==> src/rtl/l2norm_axis_source_pkg.sv <==
// l2norm_axis_pkg: shared widths, beat record and packer state encoding for
// the L2-norm AXI-Stream source.
//   ELEM_W / BEAT_W : element and output beat widths
//   KEEP_FULL/LO    : tkeep codes for a two-element and a one-element beat
//   axis_beat_t     : one FIFO entry {data, keep, last, user}
//   pack_state_t    : packer FSM states
package l2norm_axis_pkg;

  localparam int ELEM_W = 32;
  localparam int BEAT_W = 64;
  localparam logic [7:0] KEEP_FULL = 8'hFF;
  localparam logic [7:0] KEEP_LO   = 8'h0F;

  typedef struct packed {
    logic [BEAT_W-1:0] data;
    logic [7:0]        keep;
    logic              last;
    logic              user;
  } axis_beat_t;

  typedef enum logic {
    LO_EMPTY = 1'b0,
    LO_HELD  = 1'b1
  } pack_state_t;

  function automatic axis_beat_t make_beat(input logic [ELEM_W-1:0] hi,
                                           input logic [ELEM_W-1:0] lo,
                                           input logic [7:0]        keep,
                                           input logic              last,
                                           input logic              user);
    axis_beat_t b;
    b.data = {hi, lo};
    b.keep = keep;
    b.last = last;
    b.user = user;
    return b;
  endfunction

endpackage

==> src/rtl/l2norm_axis_source_if.sv <==
// l2norm_axis_source_if: element input stream and packed beat output stream.
//   io_in_*  : 32-bit element stream (tdata/tvalid/tlast in, tready out of DUT)
//   io_out_* : 64-bit beat stream (tdata/tvalid/tkeep/tlast/tuser out, tready in)
// modport master : the source block itself (consumes elements, drives beats)
// modport slave  : the environment (drives elements, consumes beats)
interface l2norm_axis_source_if;
  import l2norm_axis_pkg::*;

  logic [ELEM_W-1:0] io_in_tdata;
  logic              io_in_tvalid;
  logic              io_in_tready;
  logic              io_in_tlast;

  logic [BEAT_W-1:0] io_out_tdata;
  logic              io_out_tvalid;
  logic              io_out_tready;
  logic [7:0]        io_out_tkeep;
  logic              io_out_tlast;
  logic              io_out_tuser;

  modport master (
    input  io_in_tdata, io_in_tvalid, io_in_tlast, io_out_tready,
    output io_in_tready, io_out_tdata, io_out_tvalid, io_out_tkeep,
           io_out_tlast, io_out_tuser
  );

  modport slave (
    output io_in_tdata, io_in_tvalid, io_in_tlast, io_out_tready,
    input  io_in_tready, io_out_tdata, io_out_tvalid, io_out_tkeep,
           io_out_tlast, io_out_tuser
  );
endinterface

==> src/rtl/l2norm_axis_source_fifo.sv <==
// axis_beat_fifo: 2-entry FIFO of axis_beat_t.
//   clock, reset  : rising-edge clock, async active-low reset
//   push_i/beat_i : write request and entry
//   pop_i         : consume the head entry
//   head_o        : head entry (all-zero after reset)
//   full_o/empty_o: occupancy flags
// Push and pop in the same cycle are both performed.
module axis_beat_fifo
  import l2norm_axis_pkg::*;
(
  input  logic       clock,
  input  logic       reset,
  input  logic       push_i,
  input  axis_beat_t beat_i,
  input  logic       pop_i,
  output axis_beat_t head_o,
  output logic       full_o,
  output logic       empty_o
);

  axis_beat_t mem_q [2];
  logic       wr_ptr_q, rd_ptr_q;
  logic [1:0] count_q, count_d;
  logic       do_push, do_pop;

  assign full_o  = (count_q == 2'd2);
  assign empty_o = (count_q == 2'd0);
  assign do_push = push_i & ~full_o;
  assign do_pop  = pop_i & ~empty_o;
  assign head_o  = mem_q[rd_ptr_q];

  always_comb begin
    count_d = count_q;
    case ({do_push, do_pop})
      2'b10:   count_d = count_q + 2'd1;
      2'b01:   count_d = count_q - 2'd1;
      default: count_d = count_q;
    endcase
  end

  always_ff @(posedge clock or negedge reset) begin
    if (!reset) begin
      for (int i = 0; i < 2; i++) mem_q[i] <= '0;
      wr_ptr_q <= 1'b0;
      rd_ptr_q <= 1'b0;
      count_q  <= 2'd0;
    end else begin
      if (do_push) begin
        mem_q[wr_ptr_q] <= beat_i;
        wr_ptr_q        <= ~wr_ptr_q;
      end
      if (do_pop) rd_ptr_q <= ~rd_ptr_q;
      count_q <= count_d;
    end
  end

endmodule

==> src/rtl/l2norm_axis_source.sv <==
// l2norm_axis_source: packs 32-bit elements pairwise into 64-bit AXI-Stream
// beats for the L2-norm engine, with tkeep/tlast/tuser framing.
//   clock, reset : rising-edge clock, async active-low reset
//   bus          : element input and beat output streams (master modport)
//   io_vec_count : vectors whose last beat has been handshaken (wraps)
//
// state    | meaning
// LO_EMPTY | no element held; next element is the low half of a beat
// LO_HELD  | low element waits in lo_q for its high partner
module l2norm_axis_source
  import l2norm_axis_pkg::*;
#(
  parameter int CNT_W = 16
) (
  input  logic                    clock,
  input  logic                    reset,
  l2norm_axis_source_if.master    bus,
  output logic [CNT_W-1:0]        io_vec_count
);

  pack_state_t       state_q, state_d;
  logic [ELEM_W-1:0] lo_q, lo_d;
  logic              first_q, first_d;
  logic [CNT_W-1:0]  vec_cnt_q, vec_cnt_d;

  logic       in_ready, accept, push, pop;
  axis_beat_t push_beat, head;
  logic       fifo_full, fifo_empty;

  axis_beat_fifo u_fifo (
    .clock   (clock),
    .reset   (reset),
    .push_i  (push),
    .beat_i  (push_beat),
    .pop_i   (pop),
    .head_o  (head),
    .full_o  (fifo_full),
    .empty_o (fifo_empty)
  );

  // Ready depends only on FIFO occupancy, never on io_out_tready, and is
  // held low while reset is asserted.
  assign in_ready = reset & ~fifo_full;
  assign accept   = bus.io_in_tvalid & in_ready;
  assign pop      = ~fifo_empty & bus.io_out_tready;

  assign bus.io_in_tready  = in_ready;
  assign bus.io_out_tvalid = ~fifo_empty;
  assign bus.io_out_tdata  = head.data;
  assign bus.io_out_tkeep  = head.keep;
  assign bus.io_out_tlast  = head.last;
  assign bus.io_out_tuser  = head.user;
  assign io_vec_count      = vec_cnt_q;

  always_comb begin
    state_d   = state_q;
    lo_d      = lo_q;
    push      = 1'b0;
    push_beat = '0;
    case (state_q)
      LO_EMPTY: begin
        if (accept) begin
          if (bus.io_in_tlast) begin
            // Lone trailing element: pad the high half, never merge with
            // the next vector.
            push      = 1'b1;
            push_beat = make_beat('0, bus.io_in_tdata, KEEP_LO, 1'b1, first_q);
          end else begin
            lo_d    = bus.io_in_tdata;
            state_d = LO_HELD;
          end
        end
      end
      LO_HELD: begin
        if (accept) begin
          push      = 1'b1;
          push_beat = make_beat(bus.io_in_tdata, lo_q, KEEP_FULL,
                                bus.io_in_tlast, first_q);
          state_d   = LO_EMPTY;
        end
      end
      default: state_d = LO_EMPTY;
    endcase

    // The beat after a last beat opens a new vector.
    first_d = push ? push_beat.last : first_q;

    vec_cnt_d = vec_cnt_q;
    if (pop && head.last) vec_cnt_d = vec_cnt_q + CNT_W'(1);
  end

  always_ff @(posedge clock or negedge reset) begin
    if (!reset) begin
      state_q   <= LO_EMPTY;
      lo_q      <= '0;
      first_q   <= 1'b1;
      vec_cnt_q <= '0;
    end else begin
      state_q   <= state_d;
      lo_q      <= lo_d;
      first_q   <= first_d;
      vec_cnt_q <= vec_cnt_d;
    end
  end

endmodule

==> src/flat_wrapper.sv <==
// flat-port wrapper written by rule: the top's interface ports become plain ports
module l2norm_axis_source_flat import l2norm_axis_pkg::*;
#(
  parameter int CNT_W = 16
)
  (clock, reset, io_vec_count, bus_io_in_tdata, bus_io_in_tvalid, bus_io_in_tlast, bus_io_out_tready, bus_io_in_tready, bus_io_out_tdata, bus_io_out_tvalid, bus_io_out_tkeep, bus_io_out_tlast, bus_io_out_tuser);
  l2norm_axis_source_if bus_i ();
  input  logic clock;
  input  logic reset;
  output logic [CNT_W-1:0] io_vec_count;
  input wire logic [$bits(bus_i.io_in_tdata)-1:0] bus_io_in_tdata;
  input wire logic [$bits(bus_i.io_in_tvalid)-1:0] bus_io_in_tvalid;
  input wire logic [$bits(bus_i.io_in_tlast)-1:0] bus_io_in_tlast;
  input wire logic [$bits(bus_i.io_out_tready)-1:0] bus_io_out_tready;
  output wire logic [$bits(bus_i.io_in_tready)-1:0] bus_io_in_tready;
  output wire logic [$bits(bus_i.io_out_tdata)-1:0] bus_io_out_tdata;
  output wire logic [$bits(bus_i.io_out_tvalid)-1:0] bus_io_out_tvalid;
  output wire logic [$bits(bus_i.io_out_tkeep)-1:0] bus_io_out_tkeep;
  output wire logic [$bits(bus_i.io_out_tlast)-1:0] bus_io_out_tlast;
  output wire logic [$bits(bus_i.io_out_tuser)-1:0] bus_io_out_tuser;
  assign bus_i.io_in_tdata = bus_io_in_tdata;
  assign bus_i.io_in_tvalid = bus_io_in_tvalid;
  assign bus_i.io_in_tlast = bus_io_in_tlast;
  assign bus_i.io_out_tready = bus_io_out_tready;
  assign bus_io_in_tready = bus_i.io_in_tready;
  assign bus_io_out_tdata = bus_i.io_out_tdata;
  assign bus_io_out_tvalid = bus_i.io_out_tvalid;
  assign bus_io_out_tkeep = bus_i.io_out_tkeep;
  assign bus_io_out_tlast = bus_i.io_out_tlast;
  assign bus_io_out_tuser = bus_i.io_out_tuser;
  l2norm_axis_source #(.CNT_W(CNT_W)) u_core (.clock(clock), .reset(reset), .bus(bus_i), .io_vec_count(io_vec_count));
endmodule
==> config.mk <==
export PLATFORM = sky130hd
export DESIGN_NAME = l2norm_axis_source_flat
export DESIGN_NICKNAME = d
export VERILOG_FILES = /design/src/rtl/l2norm_axis_source_pkg.sv /design/src/rtl/l2norm_axis_source_if.sv /design/src/rtl/l2norm_axis_source_fifo.sv /design/src/rtl/l2norm_axis_source.sv /design/src/flat_wrapper.sv
export SDC_FILE = /design/constraint.sdc
export NUM_CORES = 1
export LEC_CHECK = 0
export ABC_AREA = 1
export CAP_MARGIN = 20
export CORE_AREA = 2 2 109 217
export CTS_BUF_LIST = sky130_fd_sc_hd__clkbuf_8
export DETAILED_ROUTE_END_ITERATION = 12
export DIE_AREA = 0 0 111 219
export PLACE_DENSITY = 0.69
export SKIP_LAST_GASP = 1
export SYNTH_ARGS = -nofsm -noshare
export SYNTH_HDL_FRONTEND = slang
export SYNTH_HIERARCHICAL = 1
export SYNTH_SLANG_ARGS = --single-unit
==> constraint.sdc <==
create_clock -name clock -period 4.9 [get_ports clock]
set_input_delay 0.735 -clock clock [delete_from_list [all_inputs] [get_ports clock]]
set_output_delay 0.735 -clock clock [all_outputs]
set_load 0.01 [all_outputs]
After elaboration in Yosys (flattened, before gate mapping)
Cells that the tools add are included. W data, S select, Z words.

Register bits after elaboration: 202. Output and inout bits: 92. Logic and storage cells: 61.

Reduce and logical (&&, ||, !) cells: 5. Multiplexer cells: 19. Order comparisons: 3. Add/subtract/negate cells: 3. Equal/unequal tests: 3. Bitwise gates (word level): 13.

Operator list (number): $mux W74 (6); $bwmux W148 (1); $pmux W74 S2 (1); $demux W74 S1 (1); $mux W42 (1); $add A16 B1 Y16 const B (1); $mux W1 (6); $not A1 Y1 (6); $and A1 B1 Y1 (5); $eq A2 B2 Y1 const B (2); $ge A2 B2 Y1 const B (2); $not A1 Y2 (2); $pmux W1 S2 (2); $pmux W2 S2 (1); $reduce_and A3 Y1 (1); $add A2 B1 Y2 const B (1); $eq A2 B1 Y1 const B (1); $logic_and A1 B1 Y1 (2); $logic_not A2 Y1 (1); $lt A2 B1 Y1 const B (1); $reduce_bool A2 Y1 (1); $sub A2 B1 Y2 const B (1).

Logic depth before layout (Yosys ltp)
Word-level depth: 9. Gate-level depth with buffers: 20. Depth with buffers taken out: 15.

By module
Netlist, hierarchy kept.

By module, submodules not included: axis_beat_fifo (seq. area each 3803.6 um^2, area each 7235.7 um^2, instances 1, cells an instance 927); l2norm_axis_source (seq. area each 1252.5 um^2, area each 2782.7 um^2, instances 1, cells an instance 366).

Worst setup path after synthesis
Ideal clock, no wire load.

Path kind: register -> register. Start point: reg u_core.u_fifo.count_q[0]. End point: reg u_core.u_fifo.count_q[1]. Data required time: 4.783 ns. Cell stages (with the launch flop): 20. Path buffers: 5. Data arrival time: 2.690 ns. Setup slack: 2.093 ns. Library setup time: 0.117 ns. Path through: dfrtp_1 -> inv_2 -> nand2_4 -> buf_4 -> buf_2 -> inv_1 -> nor2_4 -> nand2_4 -> nor2_4 -> inv_2 -> buf_2 -> nand2_1 -> buf_2 -> buf_2 -> nand2_1 -> ha_1 -> inv_1 -> nand3_1 -> nand2_1 -> nand2_1.

Word-level cells in the longest chain between the ends: 9.

RTL lines: start, declared (line l2norm_axis_source_fifo.sv:23) `logic [1:0] count_q, count_d;`; start signal, assigned (line l2norm_axis_source_fifo.sv:53) `count_q <= count_d;`; $eq A2 B2 Y1 * (line l2norm_axis_source_fifo.sv:26) `assign full_o = (count_q == 2'd2);`; named net u_core.fifo_full (line l2norm_axis_source.sv:28) `logic fifo_full, fifo_empty;`; $not A1 Y1 * (line l2norm_axis_source.sv:43) `assign in_ready = reset & ~fifo_full;`; $and A1 B1 Y1 * (line l2norm_axis_source.sv:43); named net bus_io_in_tready (line flat_wrapper.sv:15) `output wire logic [$bits(bus_i.io_in_tready)-1:0] bus_io_in_tready;`; $and A1 B1 Y1 * (line l2norm_axis_source.sv:44) `assign accept = bus.io_in_tvalid & in_ready;`; $mux W1 (on tied branches) (line l2norm_axis_source.sv:75, l2norm_axis_source.sv:62); $pmux W1 S2 * (line l2norm_axis_source.sv:60) `case (state_q)`; named net u_core.push (line l2norm_axis_source.sv:26) `logic in_ready, accept, push, pop;`; $and A1 B1 Y1 * (line l2norm_axis_source_fifo.sv:28) `assign do_push = push_i & ~full_o;`; $eq A2 B1 Y1 / $eq A2 B2 Y1 (equally long branches) (line l2norm_axis_source_fifo.sv:34) `case ({do_push, do_pop})`; $pmux W2 S2 / $reduce_bool A2 Y1 (equally long branches).

The timed path passes the listed nets; every way through them passes the cells marked *. A chain may end at the register's enable or synchronous reset.

Worst setup path after layout
Start point: reg u_core.u_fifo.rd_ptr_q. End point: out bus_io_out_tdata[31].

Word-level cells in the longest chain between the ends: 4.

RTL lines: start, declared (line l2norm_axis_source_fifo.sv:22) `logic wr_ptr_q, rd_ptr_q;`; start signal, assigned (line l2norm_axis_source_fifo.sv:52) `if (do_pop) rd_ptr_q <= ~rd_ptr_q;`; $not A1 Y2 (implied by the code) (line l2norm_axis_source_fifo.sv:30) `assign head_o = mem_q[rd_ptr_q];`; $mux W74 (implied by the code) (3 in series) (line l2norm_axis_source_fifo.sv:30); end, declared (line flat_wrapper.sv:16) `output wire logic [$bits(bus_i.io_out_tdata)-1:0] bus_io_out_tdata;`.

Every way passes these cells. The select of a mux whose other input is x is not followed.

==> flow_metrics.env <==
export IMPL_vdd_ir_drop_worst_mv=0.277
export IMPL_crit_arrival_ps=2800
export IMPL_htree_levels=1
export IMPL_rows=78
export IMPL_drv_slew=0
export IMPL_die_area_sq_um=24300
export IMPL_synth_area_top_cells="dfrtp_1, nand2_1, nand4_1"
export IMPL_hold_violations=0
export IMPL_cpLargestDelayFamily="buffers and inverters"
export IMPL_gp_congestion=0.843
export IMPL_slew_headroom=0.288
export IMPL_pre_cts_slack_ps=1170
export IMPL_root_buffer="clkbuf_8"
export IMPL_synth_top_area_share=0.502
export IMPL_syn_avg_cell_area_sq_um=7.75
export IMPL_p_leak_uw=0.00630
export IMPL_cts_tree="yes"
export IMPL_p_int_uw=3730
export IMPL_tns_ps=0
export IMPL_vias=8890
export IMPL_crit_buf_inv=3
export IMPL_nNetsFinal=1405
export IMPL_critPathMaxStageDelay_ps=640
export IMPL_start_util=0.444
export IMPL_hold_path_class="primary input to asynchronous set/reset pin"
export IMPL_drt_total_wl_mm=27.9
export IMPL_ant_nets=0
export IMPL_pwr_share_clk=0.239
export IMPL_cp_common_cell="nand2_1"
export IMPL_seq_power_share=0.409
export IMPL_dp_hpwl_mm=16.4
export IMPL_path_class="flip-flop to output port"
export IMPL_globalRouteOverflowTotal=0
export IMPL_die_width_um=111
export IMPL_synth_cells=1293
export IMPL_syn_area_sq_um=10000
export IMPL_power_density_nw_per_um2=519
export IMPL_port_buffers=128
export IMPL_end_kind="output port"
export IMPL_worst_pin_slew_ps=1070
export IMPL_final_cells=1668
export IMPL_fin_hold_ws_ps=86.3
export IMPL_die_y_um=219
export IMPL_wl_per_cell_um=16.7
export IMPL_first_iter_violations=706
export IMPL_cpMaxStageDelayCell="inv_2"
export IMPL_comb_power_share=0.353
export IMPL_dpl_cell_count=1614
export IMPL_first_pass_iters=6
export IMPL_grt_pass1_vias=8919
export IMPL_final_core_util=0.528
export IMPL_rsz0062_at_grt="false"
export IMPL_postCtsSetupBuffers=0
export IMPL_core_area_sq_um=22500
export IMPL_p_sw_frac=0.396
export IMPL_cts_buffers=29
export IMPL_grt_antenna_before_repair=0
export IMPL_viasPerCell=5.33
export IMPL_ys_seq_elements=202
export IMPL_period_share=0.722
export IMPL_final_setup_worst_slack_ps=1360
export IMPL_fin_crit_ps=3540
export IMPL_p_switching_uw=2450
export IMPL_final_common_cell="nand2_1"
export IMPL_drc_errors=0
export IMPL_grt_pass1_wl_mm=45.4
export IMPL_synth_net_count=1332
export IMPL_worstSetupStartpointType="flip-flop"
export IMPL_drive_gt1_frac=0.0670
export IMPL_ys_seq_area_frac=0.505
export IMPL_synth_top_area_cell="dfrtp_1"
export IMPL_cts_clk_slew_worst_paths_ps=70
export IMPL_final_cell_mix="nand2_1, dfrtp_1, nand4_1, clkdlybuf4s50_1, inv_1"
export IMPL_clock_sinks=202
export IMPL_finalSetupViolations=0
export IMPL_n_antenna_cell=0
export IMPL_cts_hold_buf=0
export IMPL_status="finished, final reports clean"
export IMPL_grt_start_max_net_pins=160
export IMPL_ys_warn_count=6
export IMPL_areaGrowthSynthToFinish_pct=18.9
export IMPL_crit_path_cell_trace="inv_2 > buf_4 > nand2_1 > nand2_1 > clkdlybuf4s50_1"
export IMPL_synth_distinct_cells=25
export IMPL_io_pins=129
export IMPL_required_ps=4160
export IMPL_clk_latency_ps=580
export IMPL_rrSetupSlack_ps=1370
export IMPL_grt_usage=0.229
export IMPL_post_cts_resized=0
export IMPL_cts_max_path_buffers=3
export IMPL_maxCapViolations=0
export IMPL_crit_path_max_fanout=41
export IMPL_finalClockSkew_ps=16.9
export IMPL_fmax_mhz=283
## synth_stat cells
library cell,instances
a21oi_1,2
buf_1,3
buf_2,55
buf_4,4
buf_6,14
clkbuf_1,21
dfrtp_1,201
dfstp_2,1
ha_1,2
inv_1,61
inv_2,4
nand2_1,624
nand2_2,1
nand2_4,2
nand3_1,10
nand3_2,3
nand4_1,153
nor2_1,46
nor2_4,4
nor3_1,4
o21ai_0,27
o21ai_1,26
o21ai_2,14
xnor2_1,4
xor2_1,7
## per-layer routing
metal	share of wire	vias up	GRT usage	wire (um)
li1	-	4316	-	-
met1	0.39	4211	0.270	10900
met2	0.52	310	0.415	14600
met3	0.053	53	0.0301	1490
met4	0.033	0	0.105	909
met5	0	-	0	0
## cells by family after synthesis
kind of cell    after synthesis  synth area share
compound gates               69            0.0397
simple gates                847             0.364
flops                       202             0.505
buf+inv                     162            0.0796
fa+ha+maj                     2           0.00250
xor+xnor                     11           0.00962
## final cells by class
class | instances | area (sq um)
Fill cell | 2153 | 10600
Sequential cell | 202 | 5060
Multi-Input combinational cell | 929 | 4190
Timing Repair Buffer | 139 | 1400
Clock buffer | 43 | 592
Tap cell | 280 | 350
Inverter | 65 | 244
Clock inverter | 10 | 67.6
## state kept, by name (all words and copies together) (netlist names)
signal                  flops
u_core/u_fifo/wr_ptr_q      1
u_core/state_q              1
u_core/u_fifo/count_q       2
u_core/io_vec_count        16
u_core/u_fifo/mem_q       148
u_core/lo_q                32
u_core/first_q              1
u_core/u_fifo/rd_ptr_q      1
## final timing paths
kind / from / endpoint / cells after the start
max: u_core/u_fifo/rd_ptr_q$_DFFE_PN0P_ / bus_io_out_tdata[31] / 5
min: reset / u_core/u_fifo/mem_q[15]$_DFFE_PN0P_ / 1
max reg2reg: u_core/u_fifo/count_q[0]$_DFFE_PN0P_ / u_core/u_fifo/mem_q[51]$_DFFE_PN0P_ / 11
min reg2reg: u_core/u_fifo/mem_q[119]$_DFFE_PN0P_ / u_core/u_fifo/mem_q[119]$_DFFE_PN0P_ / 2
max in group asynchronous: reset / u_core/u_fifo/wr_ptr_q$_DFFE_PN0N_ / 2
min in group clock: u_core/u_fifo/mem_q[119]$_DFFE_PN0P_ / u_core/u_fifo/mem_q[119]$_DFFE_PN0P_ / 2
## worst reg2reg max path, cell delays in order (launching register included)
cell and delay, ps:
dfrtp_1 400, inv_2 80, nand2_4 340, inv_1 170, nor2_4 160, nand2_4 80
nor2_4 110, inv_2 300, nand2_4 510, nand3_4 810, nand2_1 350, nand2_1 100
## per-stage QoR
step           area (sq um)  power (uW)
4_1_cts               11900        6200
6_report              11900        6180
2_1_floorplan         10000        3850
3_5_place_dp          11200        4710
5_1_grt               11900        6570
3_3_place_gp          11200        4650
## power by group through the flow
| stage | clock network [uW] | logic, uW | registers [uW] |
|---|---|---|---|
| final | 1480 | 2180 | 2520 |
| after floorplan | 0 | 1470 | 2380 |
| after global routing | 1580 | 2410 | 2580 |
| after detailed placement | 0 | 2160 | 2540 |
| after global placement | 0 | 2130 | 2520 |
| after CTS | 1510 | 2170 | 2520 |
No activity file was read; power rests on OpenSTA's default activity.
